File: config.mk
export PLATFORM = sky130hd
export DESIGN_NAME = uart_rx
export DESIGN_NICKNAME = d
export VERILOG_FILES = /design/src/rtl/uart_pkg.sv /design/src/rtl/uart_rx_sync_edge.sv /design/src/rtl/uart_rx.sv
export SDC_FILE = /design/constraint.sdc
export NUM_CORES = 1
export LEC_CHECK = 0
export BUFFER_PORTS_ARGS = -buffer_cell sky130_fd_sc_hd__buf_2
export CAP_MARGIN = 10
export CORE_MARGIN = 3
export CORE_UTILIZATION = 36
export DETAILED_ROUTE_END_ITERATION = 16
export PLACE_DENSITY_LB_ADDON = 0.25
export SLEW_MARGIN = 20
export SYNTH_ARGS = -nofsm -noshare
export SYNTH_HDL_FRONTEND = slang
export SYNTH_SLANG_ARGS = --single-unit
export TNS_END_PERCENT = 20
File: constraint.sdc
create_clock -name s_clk -period 2.3 [get_ports s_clk]
set_input_delay 0.345 -clock s_clk [delete_from_list [all_inputs] [get_ports s_clk]]
set_output_delay 0.345 -clock s_clk [all_outputs]
set_load 0.03 [all_outputs]
File: src/rtl/uart_pkg.sv
// Shared UART receiver constants, state encoding and bit indices.
// Imported by the receiver top and its synchronizer sub-block.
package uart_pkg;

  localparam int CLK_FREQ_DEF   = 50_000_000;
  localparam int BAUD_RATE_DEF  = 9600;
  localparam int BIT_CYCLES_DEF = CLK_FREQ_DEF / BAUD_RATE_DEF;

  localparam int START_BIT = 0;
  localparam int STOP_BIT  = 9;
  localparam int DATA_BITS = 8;

  typedef enum logic [1:0] {
    IDLE,
    START,
    DATA,
    STOP
  } rx_state_t;

  function automatic int mid_point(input int bit_cycles);
    return bit_cycles / 2 - 1;
  endfunction

endpackage

File: src/rtl/uart_rx_sync_edge.sv
// Two-flop synchronizer plus delay flop and falling-edge detector.
// Ports: clk, rst_n, din (async line), dout (synced), fall (1->0 edge).
module uart_rx_sync_edge (
  input  logic clk,
  input  logic rst_n,
  input  logic din,
  output logic dout,
  output logic fall
);
  import uart_pkg::*;

  logic sync1;
  logic sync2;
  logic sync3;

  // Flops preset to 1 so an idle-high line
  // never looks like an edge out of reset.
  always_ff @(posedge clk or negedge rst_n) begin
    if (!rst_n) begin
      sync1 <= 1'b1;
      sync2 <= 1'b1;
      sync3 <= 1'b1;
    end else begin
      sync1 <= din;
      sync2 <= sync1;
      sync3 <= sync2;
    end
  end

  assign dout = sync2;
  assign fall = !sync2 && sync3;

endmodule

File: src/rtl/uart_rx.sv
// UART 8N1 receiver: mid-bit sampling, stop-bit check, byte strobe.
// Ports: s_clk, s_rst_n, data_in (serial), data_rx[7:0], po_flag.
module uart_rx #(
  parameter int CLK_FREQ   = uart_pkg::CLK_FREQ_DEF,
  parameter int BAUD_RATE  = uart_pkg::BAUD_RATE_DEF,
  parameter int BIT_CYCLES = CLK_FREQ / BAUD_RATE
) (
  input  logic       s_clk,
  input  logic       s_rst_n,
  input  logic       data_in,
  output logic [7:0] data_rx,
  output logic       po_flag
);
  import uart_pkg::*;

  localparam int CW     = $clog2(BIT_CYCLES);
  localparam int SAMPLE = mid_point(BIT_CYCLES);

  logic            rx_s;
  logic            fall;
  rx_state_t       state;
  logic [CW-1:0]   baud_cnt;
  logic [3:0]      bit_cnt;
  logic [7:0]      shreg;
  logic            wrap;
  logic            mid;
  logic            data_bit;

  uart_rx_sync_edge u_sync (
    .clk   (s_clk),
    .rst_n (s_rst_n),
    .din   (data_in),
    .dout  (rx_s),
    .fall  (fall)
  );

  assign wrap = baud_cnt == CW'(BIT_CYCLES - 1);
  assign mid  = baud_cnt == CW'(SAMPLE);

  assign data_bit = bit_cnt >= 4'(START_BIT + 1) &&
                    bit_cnt <= 4'(DATA_BITS);

  always_ff @(posedge s_clk or negedge s_rst_n) begin
    if (!s_rst_n) begin
      state    <= IDLE;
      baud_cnt <= '0;
      bit_cnt  <= '0;
      shreg    <= '0;
      data_rx  <= '0;
      po_flag  <= 1'b0;
    end else begin
      po_flag <= 1'b0;

      if (state != IDLE) begin
        baud_cnt <= wrap ? '0 : baud_cnt + 1'b1;
        if (wrap)
          bit_cnt <= bit_cnt + 1'b1;
      end

      unique case (state)
        IDLE: begin
          if (fall) begin
            baud_cnt <= '0;
            bit_cnt  <= '0;
            state    <= START;
          end
        end

        // A high line at mid start bit is a glitch.
        START: begin
          if (mid) begin
            if (rx_s) begin
              baud_cnt <= '0;
              bit_cnt  <= '0;
              state    <= IDLE;
            end else begin
              state <= DATA;
            end
          end
        end

        DATA: begin
          if (mid && data_bit) begin
            shreg <= {rx_s, shreg[7:1]};
            if (bit_cnt == 4'(DATA_BITS))
              state <= STOP;
          end
        end

        // Leave at stop midpoint so a back-to-back
        // start bit is still caught.
        STOP: begin
          if (mid && bit_cnt == 4'(STOP_BIT)) begin
            if (rx_s) begin
              data_rx <= shreg;
              po_flag <= 1'b1;
            end
            baud_cnt <= '0;
            bit_cnt  <= '0;
            state    <= IDLE;
          end
        end

        default: state <= IDLE;
      endcase
    end
  end

endmodule

## Yosys cells after proc, flatten, opt, wreduce, memory -nomap -nowiden

Cells that the tools add are included.

| cells by class | value |
|---|---|
| muxes and demuxes | 24 |
| eq/ne operators | 12 |
| add/subtract/negate cells | 2 |
| magnitude comparators | 2 |
| reductions and logical operators | 10 |

Operators by type and width:

| kind | number |
|---|---|
| $mux 13 | 6 |
| $pmux 13 s3 | 1 |
| $mux 4 | 6 |
| $add 13x1->13 const B | 1 |
| $eq 13x12->1 const B | 1 |
| $eq 13x13->1 const B | 1 |
| $mux 2 | 6 |
| $pmux 4 s3 | 1 |
| $ne 2x2->1 const B | 5 |
| $eq 4x4->1 const B | 2 |
| $pmux 2 s4 | 1 |
| $reduce_and 5->1 | 1 |
| $add 4x1->4 const B | 1 |
| $eq 2x2->1 const B | 2 |
| $ge 4x1->1 const B | 1 |
| $le 4x4->1 const B | 1 |
| $logic_and 1x1->1 | 4 |
| $mux 1 | 3 |
| $reduce_and 3->1 | 1 |
| $eq 2x1->1 const B | 1 |
| $logic_not 2->1 | 1 |
| $reduce_and 2->1 | 1 |
| $reduce_bool 2->1 | 1 |
| $logic_not 1->1 | 1 |

| storage, ports and cells | value |
|---|---|
| register bits | 39 |
| word-level logic and storage cells | 59 |
| input bits | 3 |

## Depth between registers and ports, before layout

| logic depth | value |
|---|---|
| depth in word-level cells | 6 |
| mapped depth | 7 |
| gate-level depth less buffers | 6 |

## Hierarchy

From an unflattened synthesis, not the netlist that was laid out.

| second synthesis, totals | value |
|---|---|
| cells, all modules | 171 |
| area total of the unflattened synthesis | 2,006.9 um^2 |

Modules (own cells, without submodules):

| module | cells an instance | area an instance (um^2) | sequential area each (um^2) | instances |
|---|---|---|---|---|
| uart_rx | 167 | 1,914.3 | 900.9 | 1 |
| uart_rx_sync_edge | 4 | 92.6 | 78.8 | 1 |

## Worst setup path after synthesis

Ideal clock, no wire load.

| path | value |
|---|---|
| kind | reg2reg |
| from | reg baud_cnt[4] |
| to | reg shreg[0] |
| buffers on the path | 3 |
| cell stages (with the launch flop) | 8 |
| arrival | 2,309 ps |
| path slack | -134 ps |
| path through | dfrtp_1 buf_6 or4_1 or4_1 buf_2 a2111o_1 buf_6 mux2_4 |

| between the ends | value |
|---|---|
| cells in the longest elaborated chain, start to end | 3 |

RTL lines:

| element | RTL line | source |
|---|---|---|
| start, declared | uart_rx.sv:22 | `logic [CW-1:0] baud_cnt;` |
| start signal, assigned | uart_rx.sv:55 | `baud_cnt <= wrap ? '0 : baud_cnt + 1'b1;` |
| $eq 13x12->1 | uart_rx.sv:38 | `assign mid = baud_cnt == CW'(SAMPLE);` |
| $logic_and 1x1->1 | uart_rx.sv:83 | `if (mid && data_bit) begin` |
| $reduce_and 2->1 (no source line) | n/a |  |
| end signal, assigned | uart_rx.sv:84 | `shreg <= {rx_s, shreg[7:1]};` |
| end, declared | uart_rx.sv:24 | `logic [7:0] shreg;` |

No other way between the ends.
A chain may end at the register's enable or synchronous reset.

## Final worst setup path

| path | value |
|---|---|
| from | reg baud_cnt[4] |
| to | reg data_rx[1] |

| between the ends | value |
|---|---|
| cells in the longest elaborated chain, start to end | 3 |

RTL lines:

| element | RTL line | source |
|---|---|---|
| $eq 13x12->1 | uart_rx.sv:38 |  |
| $logic_and 1x1->1 | uart_rx.sv:93 | `if (mid && bit_cnt == 4'(STOP_BIT)) begin` |
| $reduce_and 3->1 (no source line) | n/a |  |
| end signal, assigned | uart_rx.sv:95 | `data_rx <= shreg;` |
| end, declared | uart_rx.sv:11 | `output logic [7:0] data_rx,` |

No other way between the ends.

==> qor.txt <==
Area after DPL - 2211 um^2
Max-slew violations - 0
Drt drc - 0
Mapped Cells - 173
DPL Wire Length - 2821 um
Post-Syn Nets - 181
EDFF count, synth - 0
Hold Crit Class - in -> reg
Maxcap violations - 0
ANT nets after route - 0
GRT Total Usage - 13.72%
Hold slack - 0.1480 ns
Synth cell types - 46
Io pins - 12
R2R Setup Slk - 0.04 ns
Die H - 79.94 um
Fin. Hold Viols - 0
Worst Hold End - u_sync.sync1$_DFF_PN1_
Fin nets - 211
Via/cell ratio - 5.201
XOR/XNOR Fraction of Synth Area - 4.895%
Synth Area in Compound Gates - 11.38%
Clock Pin Slew Worst Setup and Hold Paths - 0.08 ns
Critical-path cell list - or4_4 -> or4_4 -> buf_4 -> nor3_4 -> buf_6 -> mux2_2
Htree depth - 2
CTS sink cnt - 39
Reg2reg start - baud_cnt[4]$_DFF_PN0_
Post-route minimum period - 2.255 ns
Synth top area share - 45.77%
Largest family of logic cells by synthesized area - simple AND/OR/NAND/NOR gates
RePlAce Congestion - 0.8782
Worst Path Max Fanout - 5
Initial antenna violation count - 0
Max incr delay on CP - 0.53 ns
Adder-Cell Fraction of Synth Area - 3.179%
Slowest-stage cell, CP - or4_4
Die width - 79.94 um
CP Launch Type - flop
R2r endpoint - data_rx[1]$_DFFE_PN0P_
Die area - 6390 um^2
Final Util - 45.19%
Worst Path Arrival - 2.43 ns
Max Fclk - 0.4434 GHz
Synth warn - 0
WL/cell - 14.58 um
Final setup viols - 0
Synth Cell Area - 1968 um^2
Design area - 2352 um^2
Num rows - 26
Synth Register Bits - 39
P_leak - 1.094 nW
R2R depth - 6
ANT cells - 0
Largest net degree at the start of global routing - 40
Final wirelength - 3996 um
Simple-gate share of the synthesized area - 14.81%
Global-route wire length before repair - 6768 um
Sequential-to-total area share from yosys stat - 49.78%
Bufs on Longest Clock Path - 2
Relative slew slack - 43.33%
Clk root buf - clkbuf_8
Core area - 5205 um^2
Total power - 1.723 mW
CP bufs+invs - 2
Largest cells by area after synthesis - dfrtp_1 (46%), mux2_4 (6.1%), mux2_2 (4.6%), dfstp_2 (4.0%), a21oi_1 (3.6%)
Final Cycle Share - 98.06%
Status - completed
Crit path capture type - flop
Fraction of layout cells with a size suffix above 1 - 31.86%
Asr flop ratio synth - 100.0%
Skew-Pair Late Insertion Delay - 0.29 ns
Worst IR drop on VDD - 0.3950 mV
Starting density of the core - 37.81%
CP Class - reg -> reg
Via Count - 1425
Worst-Margin Slew - 0.8501 ns
Hold Crit Depth - 1
Filler cells - 509
Syn-to-layout area delta - 19.52%
Most frequent cell on the critical path - or4_4
Power per cell area - 732.4 nW/um^2
Worst EP required - 2.48 ns
Syn avg cell area - 11.38 um^2
CTS tree - built
1st-pass router iterations - 4
Pre-CTS setup slack - -0.007421 ns
Worst hold path startpoint - data_in
Num CTS Buffers - 5
Congestion Overflow GR - 0
Post-synth top flop - dfrtp_1
Synth area leader - dfrtp_1
Starting DRC count in detailed routing - 104
IO buf count - 11
Clock skew - 0.003775 ns
Crit path max-delay family - simple AND/OR/NAND/NOR gates
PnR worst setup slack - 0.04467 ns
Vias in the first global route - 1415
Hold_buf cts - 0
Mux cell area share after synthesis - 11.70%
-- worst register-to-register path: cells and delay by family (launching register included) --
family                 cells  cell delay [ns]
AND/OR/NAND/NOR            3             1.11
multiplexers               1             0.33
buffers and inverters      2             0.31
flip-flops                 1             0.39
-- per-layer routing --
layer	wire, um	track usage [%]	vias up
li1	-	-	690
met4	67	4.899	0
met3	158	3.386	7
met5	0	0	-
met1	1756	17.30	702
met2	2014	22.68	26
-- layout make-up --
class | instances | area [um^2] | share of cell area (%)
repair buffers | 32 | 224.0 | 9.521
multi-input cells | 116 | 914.6 | 38.88
clock inverters | 3 | 43.79 | 1.862
well taps | 70 | 87.58 | 3.723
flip-flops and latches | 39 | 979.7 | 41.65
inverters | 9 | 33.78 | 1.436
clock buffers | 5 | 68.82 | 2.926
-- stage by stage --
step,setup TNS [ns],std cells
2_1_floorplan,-0.7156,173
3_3_place_gp,0,265
3_5_place_dp,-0.009144,265
4_1_cts,0,273
5_1_grt,-0.06462,274
6_report,0,274
-- flip-flops by register name (all words and copies together), names as in the netlist, named ones only --
register and flops:
u_sync.dout 1, u_sync.sync3 1, state 1, po_flag 1
u_sync.sync1 1, bit_cnt 4, baud_cnt 13, shreg 8
data_rx 8
-- where the power goes --
group          internal, mW  switching [mW]
logic                 0.169           0.187
registers             0.741          0.0486
clock network         0.323           0.254
total                  1.23           0.490
-- synthesized netlist by cell type, types with 3 or more instances --
| library cell | instances |
|---|---|
| nor4_1 | 3 |
| xnor2_1 | 7 |
| mux2_2 | 8 |
| mux2_4 | 8 |
| inv_1 | 9 |
| nor3_1 | 5 |
| or4_1 | 4 |
| clkbuf_1 | 6 |
| o21ai_0 | 5 |
| xor2_1 | 4 |
| dfstp_2 | 3 |
| dfrtp_1 | 36 |
| a21oi_1 | 14 |
| nand3_1 | 5 |
| nand4_1 | 3 |
| nand2_1 | 5 |
| ha_1 | 5 |
| nor2_1 | 6 |
-- layout by cell type, fill, tap and decap left out, types with 2 or more instances in the layout --
| cell | netlist | final |
|---|---|---|
| nor3_1 | 5 | 5 |
| nand2_1 | 5 | 5 |
| dfrtp_1 | 36 | 36 |
| or3_1 | 2 | 2 |
| inv_1 | 9 | 9 |
| and2_1 | 2 | 2 |
| buf_2 | 1 | 11 |
| xor2_1 | 4 | 4 |
| nor2_1 | 6 | 6 |
| dfstp_2 | 3 | 3 |
| nor4_1 | 3 | 3 |
| or4_1 | 4 | 2 |
| buf_4 | 0 | 18 |
| nand3_1 | 5 | 5 |
| nand4_1 | 3 | 3 |
| or4_4 | 0 | 2 |
| ha_1 | 5 | 4 |
| o21ai_0 | 5 | 5 |
| a21oi_1 | 14 | 14 |
| buf_6 | 2 | 3 |
| mux2_4 | 8 | 8 |
| clkbuf_8 | 0 | 5 |
| a22oi_1 | 2 | 2 |
| nand2b_1 | 2 | 2 |
| mux2_2 | 8 | 8 |
| mux2i_1 | 2 | 2 |
| xnor2_1 | 7 | 7 |
| o31a_1 | 2 | 2 |
| o211ai_1 | 2 | 2 |
| nand4b_1 | 2 | 2 |
-- logic make-up after synthesis --
logic type / count (synthesis)
adders and majority gates: 5
and+or+nand+nor: 47
xor gates and xnor gates: 11
AOI/OAI and AO/OA: 35
DFF: 39
buffers and inverters: 18
muxes: 18
-- repair_timing --
item	in CTS	in global routing
gates resized for setup	1	5
pin swaps	0	1
buffers inserted	0	1
setup endpoints to repair	5	16
cloned	0	0
-- worst max-delay path by stage --
stage,startpoint,endpoint,slack [ns],cells past startpoint
detailed placement,baud_cnt[4]$_DFF_PN0_,data_rx[1]$_DFFE_PN0P_,-0.007,6
floorplan,baud_cnt[4]$_DFF_PN0_,shreg[0]$_DFFE_PN0P_,-0.07,7
finish,baud_cnt[4]$_DFF_PN0_,data_rx[1]$_DFFE_PN0P_,0.04,6
CTS,baud_cnt[4]$_DFF_PN0_,data_rx[1]$_DFFE_PN0P_,0.02,6
global placement,baud_cnt[4]$_DFF_PN0_,data_rx[4]$_DFFE_PN0P_,0.02,6
global route,baud_cnt[4]$_DFF_PN0_,data_rx[0]$_DFFE_PN0P_,-0.02,6
(Power assumes the default switching activity.)
